$ cat config.mk
export PLATFORM = sky130hd
export DESIGN_NAME = prio_encoder_queue_flat
export DESIGN_NICKNAME = d
export VERILOG_FILES = /design/src/rtl/prio_encoder_queue_if.sv /design/src/rtl/prio_encoder_queue.sv /design/src/flat_wrapper.sv
export SDC_FILE = /design/constraint.sdc
export NUM_CORES = 1
export LEC_CHECK = 0
export ABC_AREA = 1
export CAP_MARGIN = 20
export CORE_AREA = 8 8 57 59
export CTS_CLUSTER_DIAMETER = 40
export CTS_CLUSTER_SIZE = 20
export DETAILED_ROUTE_END_ITERATION = 12
export DIE_AREA = 0 0 65 67
export GPL_ROUTABILITY_DRIVEN = 0
export GPL_TIMING_DRIVEN = 0
export PLACE_DENSITY = 0.68
export SYNTH_ARGS = -nofsm -noshare
export SYNTH_HDL_FRONTEND = slang
export SYNTH_SLANG_ARGS = --single-unit
$ cat constraint.sdc
create_clock -name clk -period 2.7 [get_ports clk]
set_input_delay 0.27 -clock clk [delete_from_list [all_inputs] [get_ports clk]]
set_output_delay 0.27 -clock clk [all_outputs]
set_load 0.02 [all_outputs]
$ cat src/rtl/prio_encoder_queue_if.sv
// Output handshake bundle for prio_encoder_queue: valid/ready plus granted index.
// Latency: none, wires only.
// Backpressure: the consumer drives out_ready; the producer holds out_valid/out_idx until accepted.
interface prio_encoder_queue_if #(
  parameter int N = 8
);
  localparam int W = $clog2(N);

  logic         out_valid;
  logic         out_ready;
  logic [W-1:0] out_idx;

  // Producer side: the encoder presents an index and waits for ready.
  modport master (
    output out_valid,
    output out_idx,
    input  out_ready
  );

  // Consumer side: takes the index when it raises ready.
  modport slave (
    input  out_valid,
    input  out_idx,
    output out_ready
  );
endinterface

$ cat src/rtl/prio_encoder_queue.sv
// Sticky event capture with one-index-per-transfer encoder; MODE 0 fixed priority (highest wins), MODE 1 round-robin.
// Latency: event sampled at edge k, index valid after edge k+1; one index per cycle with ready held high.
// Backpressure: out_valid/out_idx hold while !out_ready; new events keep merging into pending. Optional macro PRIO_ENC_OVF_CNT_EN adds ovf_cnt.
module prio_encoder_queue #(
  parameter int N    = 8,
  parameter int MODE = 0
) (
  input  logic                    clk,
  input  logic                    rst_n,
  input  logic [N-1:0]            evt_i,
  prio_encoder_queue_if.master    out,
  output logic [N-1:0]            pending_o,
  output logic                    ovf
`ifdef PRIO_ENC_OVF_CNT_EN
  ,
  output logic [7:0]              ovf_cnt
`endif
);

  localparam int W = $clog2(N);

  logic [N-1:0] pending_q, pending_d;
  logic         valid_q, valid_d;
  logic [W-1:0] idx_q, idx_d;
  logic [W-1:0] rr_ptr_q, rr_ptr_d;
  logic         ovf_q, ovf_d;
  logic [W-1:0] sel;
  logic [W-1:0] scan;
  logic [N-1:0] clear_mask;
  logic         load;

  // Pick one pending source; the last match written wins, so loop order encodes priority.
  always_comb begin
    sel  = '0;
    scan = '0;
    if (MODE == 0) begin
      for (int i = 0; i < N; i++) begin
        if (pending_q[i]) sel = W'(i);
      end
    end else begin
      // Walk from farthest to nearest so rr_ptr+1 ends up with the final say.
      for (int k = N; k >= 1; k--) begin
        scan = W'((int'(rr_ptr_q) + k) % N);
        if (pending_q[scan]) sel = scan;
      end
    end
  end

  // Output stage update, pending merge and overflow detection.
  always_comb begin
    load       = (|pending_q) && (!valid_q || out.out_ready);
    clear_mask = '0;
    valid_d    = valid_q;
    idx_d      = idx_q;
    rr_ptr_d   = rr_ptr_q;
    if (load) begin
      clear_mask[sel] = 1'b1;
      valid_d         = 1'b1;
      idx_d           = sel;
      if (MODE == 1) rr_ptr_d = sel;
    end else if (valid_q && out.out_ready) begin
      // Drained: drop valid but keep the last index visible.
      valid_d = 1'b0;
    end
    // An event on the bit being granted this cycle is a fresh event, not an overflow.
    ovf_d     = |(evt_i & pending_q & ~clear_mask);
    pending_d = (pending_q & ~clear_mask) | evt_i;
  end

  // State registers; reset drops any in-flight index.
  always_ff @(posedge clk or negedge rst_n) begin
    if (!rst_n) begin
      pending_q <= '0;
      valid_q   <= 1'b0;
      idx_q     <= '0;
      rr_ptr_q  <= W'(N - 1);
      ovf_q     <= 1'b0;
    end else begin
      pending_q <= pending_d;
      valid_q   <= valid_d;
      idx_q     <= idx_d;
      rr_ptr_q  <= rr_ptr_d;
      ovf_q     <= ovf_d;
    end
  end

`ifdef PRIO_ENC_OVF_CNT_EN
  logic [7:0] ovf_cnt_q;

  // Saturating overflow counter, moves in step with the ovf pulse.
  always_ff @(posedge clk or negedge rst_n) begin
    if (!rst_n) begin
      ovf_cnt_q <= 8'd0;
    end else if (ovf_d && (ovf_cnt_q != 8'hFF)) begin
      ovf_cnt_q <= ovf_cnt_q + 8'd1;
    end
  end

  assign ovf_cnt = ovf_cnt_q;
`endif

  assign out.out_valid = valid_q;
  assign out.out_idx   = idx_q;
  assign pending_o     = pending_q;
  assign ovf           = ovf_q;

endmodule
$ cat src/flat_wrapper.sv
// flat-port wrapper written by rule: the top's interface ports become plain ports
module prio_encoder_queue_flat 
#(
  parameter int N    = 8,
  parameter int MODE = 0
)
  (clk, rst_n, evt_i, pending_o, ovf, out_out_valid, out_out_idx, out_out_ready);
  prio_encoder_queue_if #(.N(N)) out_i ();
  input  logic clk;
  input  logic rst_n;
  input  logic [N-1:0] evt_i;
  output logic [N-1:0] pending_o;
  output logic ovf;
  output wire logic [$bits(out_i.out_valid)-1:0] out_out_valid;
  output wire logic [$bits(out_i.out_idx)-1:0] out_out_idx;
  input wire logic [$bits(out_i.out_ready)-1:0] out_out_ready;
  assign out_out_valid = out_i.out_valid;
  assign out_out_idx = out_i.out_idx;
  assign out_i.out_ready = out_out_ready;
  prio_encoder_queue #(.N(N), .MODE(MODE)) u_core (.clk(clk), .rst_n(rst_n), .evt_i(evt_i), .out(out_i), .pending_o(pending_o), .ovf(ovf));
endmodule
# Word-level counts from Yosys, hierarchy flattened
# Cells that the tools add are included.
# totals
register_bits,13
output_inout_bits,13
mem_bits_rw,0
latchBits,0
input_bits,11
rom_bits,0
n_memories,0
wordCells,31
# op_classes
n_addsub,0
n_lt_le_gt_ge,2
muxes,12
reduce_logical,8
shift,0
mul,0
bitwise_logic,5
n_div,0
eq_ne,0
# op_table
op,count
8-bit bitwise AND,3
8-bit OR reduction,2
3-bit two-way mux,5
8-bit two-way mux,1
8-bit inverter,1
8-bit bitwise OR,1
3-bit by 4-bit < comparator with 1-bit output (second input constant),1
1-bit two-way mux,4
1-bit demux with 3-bit select,1
3-bit by 1-bit >= comparator with 1-bit output (second input constant),1
1-bit logical AND,3
2-bit two-way mux,1
2-bit nonzero test,1
1-bit logical NOT,1
1-bit logical OR,1

# Depth between registers and ports, before layout
# depth
ltp_word,15
ltp_mapped,12

# Least setup slack after synthesis
# OpenSTA, ideal clock, no wires.
# synth_path
path_kind,register -> register
startpoint,"register u_core.pending_q[6], in the netlist u_core.pending_o[6]"
endpoint,"register u_core.ovf_q, in the netlist u_core.ovf"
t_arrival_ns,1.225
setup_ns,0.119
slack_ns,1.357
path_stages_with_launch,11
path_cell_list,dfrtp_1 -> nor2_2 -> nand2_1 -> inv_2 -> nand3_2 -> nor2_2 -> nand3_1 -> nand2_1 -> nand2_1 -> nor2_2 -> nand2_1
# synth_between
elab_chain_len,10
word_cells_on_any_way,14
cone_classes,order compare: 2; mux: 5; bitwise: 3; reduce/logical: 4
# synth_lines
item,line,text
"start, declared",prio_encoder_queue.sv:22,"logic [N-1:0] pending_q, pending_d;"
"start signal, assigned",prio_encoder_queue.sv:79,pending_q <= pending_d;
3-bit two-way mux (2 in series),prio_encoder_queue.sv:38,if (pending_q[i]) sel = W'(i);
3-bit by 4-bit < comparator with 1-bit output (implied by the code) / 3-bit by 1-bit >= comparator with 1-bit output (equally long branches),prio_encoder_queue.sv:57,clear_mask[sel] = 1'b1;
1-bit logical AND (implied by the code),prio_encoder_queue.sv:57,
1-bit two-way mux (implied by the code),prio_encoder_queue.sv:57,
1-bit demux with 3-bit select,--,
8-bit two-way mux,prio_encoder_queue.sv:56,if (load) begin
8-bit inverter,prio_encoder_queue.sv:66,ovf_d = |(evt_i & pending_q & ~clear_mask);
8-bit bitwise AND (*),prio_encoder_queue.sv:66,
8-bit OR reduction (*),prio_encoder_queue.sv:66,
net u_core.ovf_d,prio_encoder_queue.sv:26,"logic ovf_q, ovf_d;"
"end signal, assigned",prio_encoder_queue.sv:83,ovf_q <= ovf_d;
"end, declared",prio_encoder_queue.sv:26,
# The timed path passes the listed nets; every way through them passes the cells marked *.
# A chain may end at the register's enable or synchronous reset.

# Final worst setup path
# layout_path
startpoint,"register u_core.pending_q[4], in the netlist u_core.pending_o[4]"
endpoint,output port pending_o[4]
# layout_rtl
item,line,text
"end, declared",flat_wrapper.sv:12,output logic [N-1:0] pending_o;
# No word-level cell between the ends.

==> impl_metrics.yaml <==
outcome:
  outcome: "finished clean"
route:
  avgViaCountPerCell: 4.46
  wl_per_cell_um: 11.1
  route.detailed.drc: 0
  met3_wirelength_um: 156
  met2_length_um: 821
  vias: 701
  wl_um: 1750
  drt-met1-wl_um: 749
  firstDrtPassIters: 4
  ant_nets: 0
  dr.max_layer_used: "met4"
  drt-initial-drc-count: 16
timing:
  min_period_over_period_pct: 60.2
  drv_slew: 0
  setup-tns-final_ns: 0
  max_freq_ghz: 0.615
  worst_hold_slack_ns: 0.367
  rsz0062_at_grt: "no"
  slew_headroom_pct: 59.8
  hold_viol: 0
  worst_pin_slew_ns: 0.601
  skew_ns: 0.00218
  final.min_clock_period_ns: 1.63
  setup_violations: 0
  setup_ws_ns: 1.07
synthesis:
  netlist_top_cells_area: "dfrtp_1 (44%), nand2_1 (13%), inv_1 (9.1%), nand3_1 (6.1%), nor2_2 (5.9%)"
  syn_area_per_cell_um2: 7.44
  yosysSeqAreaShare_pct: 43.7
  yosys.area.top_type: "dfrtp_1"
  yosysTopAreaCellShare_pct: 43.7
  syn_inst: 100
  synth_area_um2: 744
  ys_types: 19
  yosys_warnings: 0
  ys_ff_latch: 13
  syn_nets: 111
pwr:
  p_total_mw: 0.421
  static-leakage-power_nw: 0.515
  ir_drop_mv: 0.238
  pwr_density_cell_nw_per_um2: 405
global_routing:
  gr-usage-all-layers_pct: 8.72
  grt_max_degree: 14
  grt_pass1_vias: 737
  grt_first_pass_wirelength_um: 3030
  overflow: 0
  antenna_found_initial: 0
floorplanning:
  coreArea_um2: 2360
  rows: 18
  start_util_pct: 31.5
  die_h_um: 67
  die_x_um: 65
  die_area_um2: 4360
  ios: 24
place:
  portBuffers: 23
  dp_worst_setup_slack_ns: 1.02
  dp.cells: 153
  place_hpwl_um: 1430
layout:
  drive_above_1_share_pct: 15.0
  syn_to_final_growth_pct: 39.5
  fin_nets: 139
  diodes: 0
  final_cells: 157
setup_path:
  cp_data_required_time_ns: 2.43
  crit_path_cell_trace: "clkdlybuf4s50_1"
  worstSetupPathType: "reg -> out"
  path_buf_inv: 1
  crit_fanout: 5
  worstPathArrival_ns: 1.36
  critical_path.top_delay_family: "buffers and inverters"
  cp-start-kind: "flip-flop"
  end_kind: "output port"
  slowest_delay_ns: 0.64
  crit_slowest_cell: "clkdlybuf4s50_1"
clock_network:
  cts_sinks: 13
  root_buffer: "clkbuf_4"
  cts_made_buffers: 3
  cts_tree: "yes"
  cts_setup_buffers: 0
  insertion_delay_ns: 0.28
  cts_resized: 0
  clk_path_buf_depth: 2
  clk_pin_slew_ns: 0.08
  holdBufCountCts: 0
  cts-htree-levels: 1
min_path:
  hp-class: "in -> async"
flow_run:
  maxCapViolCount: 0
## synthesized netlist by cell type (all sizes together)
cell type,n
nor2,13
a21o,5
o21bai,2
a31oi,1
nand2,30
inv,21
a21oi,2
dfrtp,13
nand4,1
o211ai,1
o21ai,1
nand3,10
## registers in the layout (all words and copies together), names as in the netlist
signal                cells
u_core.out.out_idx        3
u_core.pending_o          8
u_core.ovf                1
u_core.out.out_valid      1
## area by class of cell
cell class / count / area [µm²]
fillers: 249 / 1330
multi-input cells: 66 / 338
flip-flops and latches: 13 / 325
repair buffers: 23 / 230
inverters: 21 / 81.3
well taps: 30 / 37.5
clock buffers: 4 / 26.3
## cell usage in the layout, fill, tap and decap left out, types with 3 or more instances in the layout
| cell | n |
|---|---|
| a21o_1 | 4 |
| nand3_1 | 9 |
| nand2_2 | 3 |
| nand2_1 | 26 |
| nor2_2 | 7 |
| clkdlybuf4s50_1 | 23 |
| nor2_1 | 6 |
| dfrtp_1 | 13 |
| inv_1 | 18 |
| clkbuf_4 | 3 |
## worst reg2reg max path, delay by kind of cell, from the launching register on
family	cells	cell delay [ns]
AND/OR/NAND/NOR	9	0.80
flip-flops	1	0.43
buffers and inverters	1	0.09
## path summary, 6_finish.rpt
| check | from | end | slack [ns] | cells past startpoint |
|---|---|---|---|---|
| worst max-delay path | u_core.pending_o[4] | pending_o[4] | 1.07 | 1 |
| worst max register to register | u_core.pending_o[6] | u_core.ovf | 1.28 | 10 |
| min in group clk | u_core.out.out_idx[2] | u_core.out.out_idx[2] | 0.50 | 2 |
| worst min register to register | u_core.out.out_idx[2] | u_core.out.out_idx[2] | 0.50 | 2 |
| max in group asynchronous | rst_n | u_core.pending_o[3] | 1.94 | 1 |
| worst min-delay path | rst_n | u_core.pending_o[7] | 0.37 | 1 |
## cell families after synthesis
kind of cell           synth area share, %
AO/OA/AOI/OAI                         11.1
flip-flops                            43.7
buffers and inverters                 10.9
AND/OR/NAND/NOR                       34.3
## layer usage
metal	GRT usage, %	vias up
met1	8.94	311
met5	0	-
li1	-	364
met3	4.53	4
met4	3.27	0
met2	14.9	22
## power by group
part           internal [mW]  switching, mW
sequential             0.203        0.00799
combinational         0.0419         0.0463
clock                 0.0573         0.0643
## stage by stage
step                util, %  area [µm²]
floorplan                 -         744
global placement       42.8        1010
detailed placement     42.8        1010
CTS                    43.9        1040
global route           43.9        1040
finish                 43.9        1040
(Power assumes the default switching activity.)
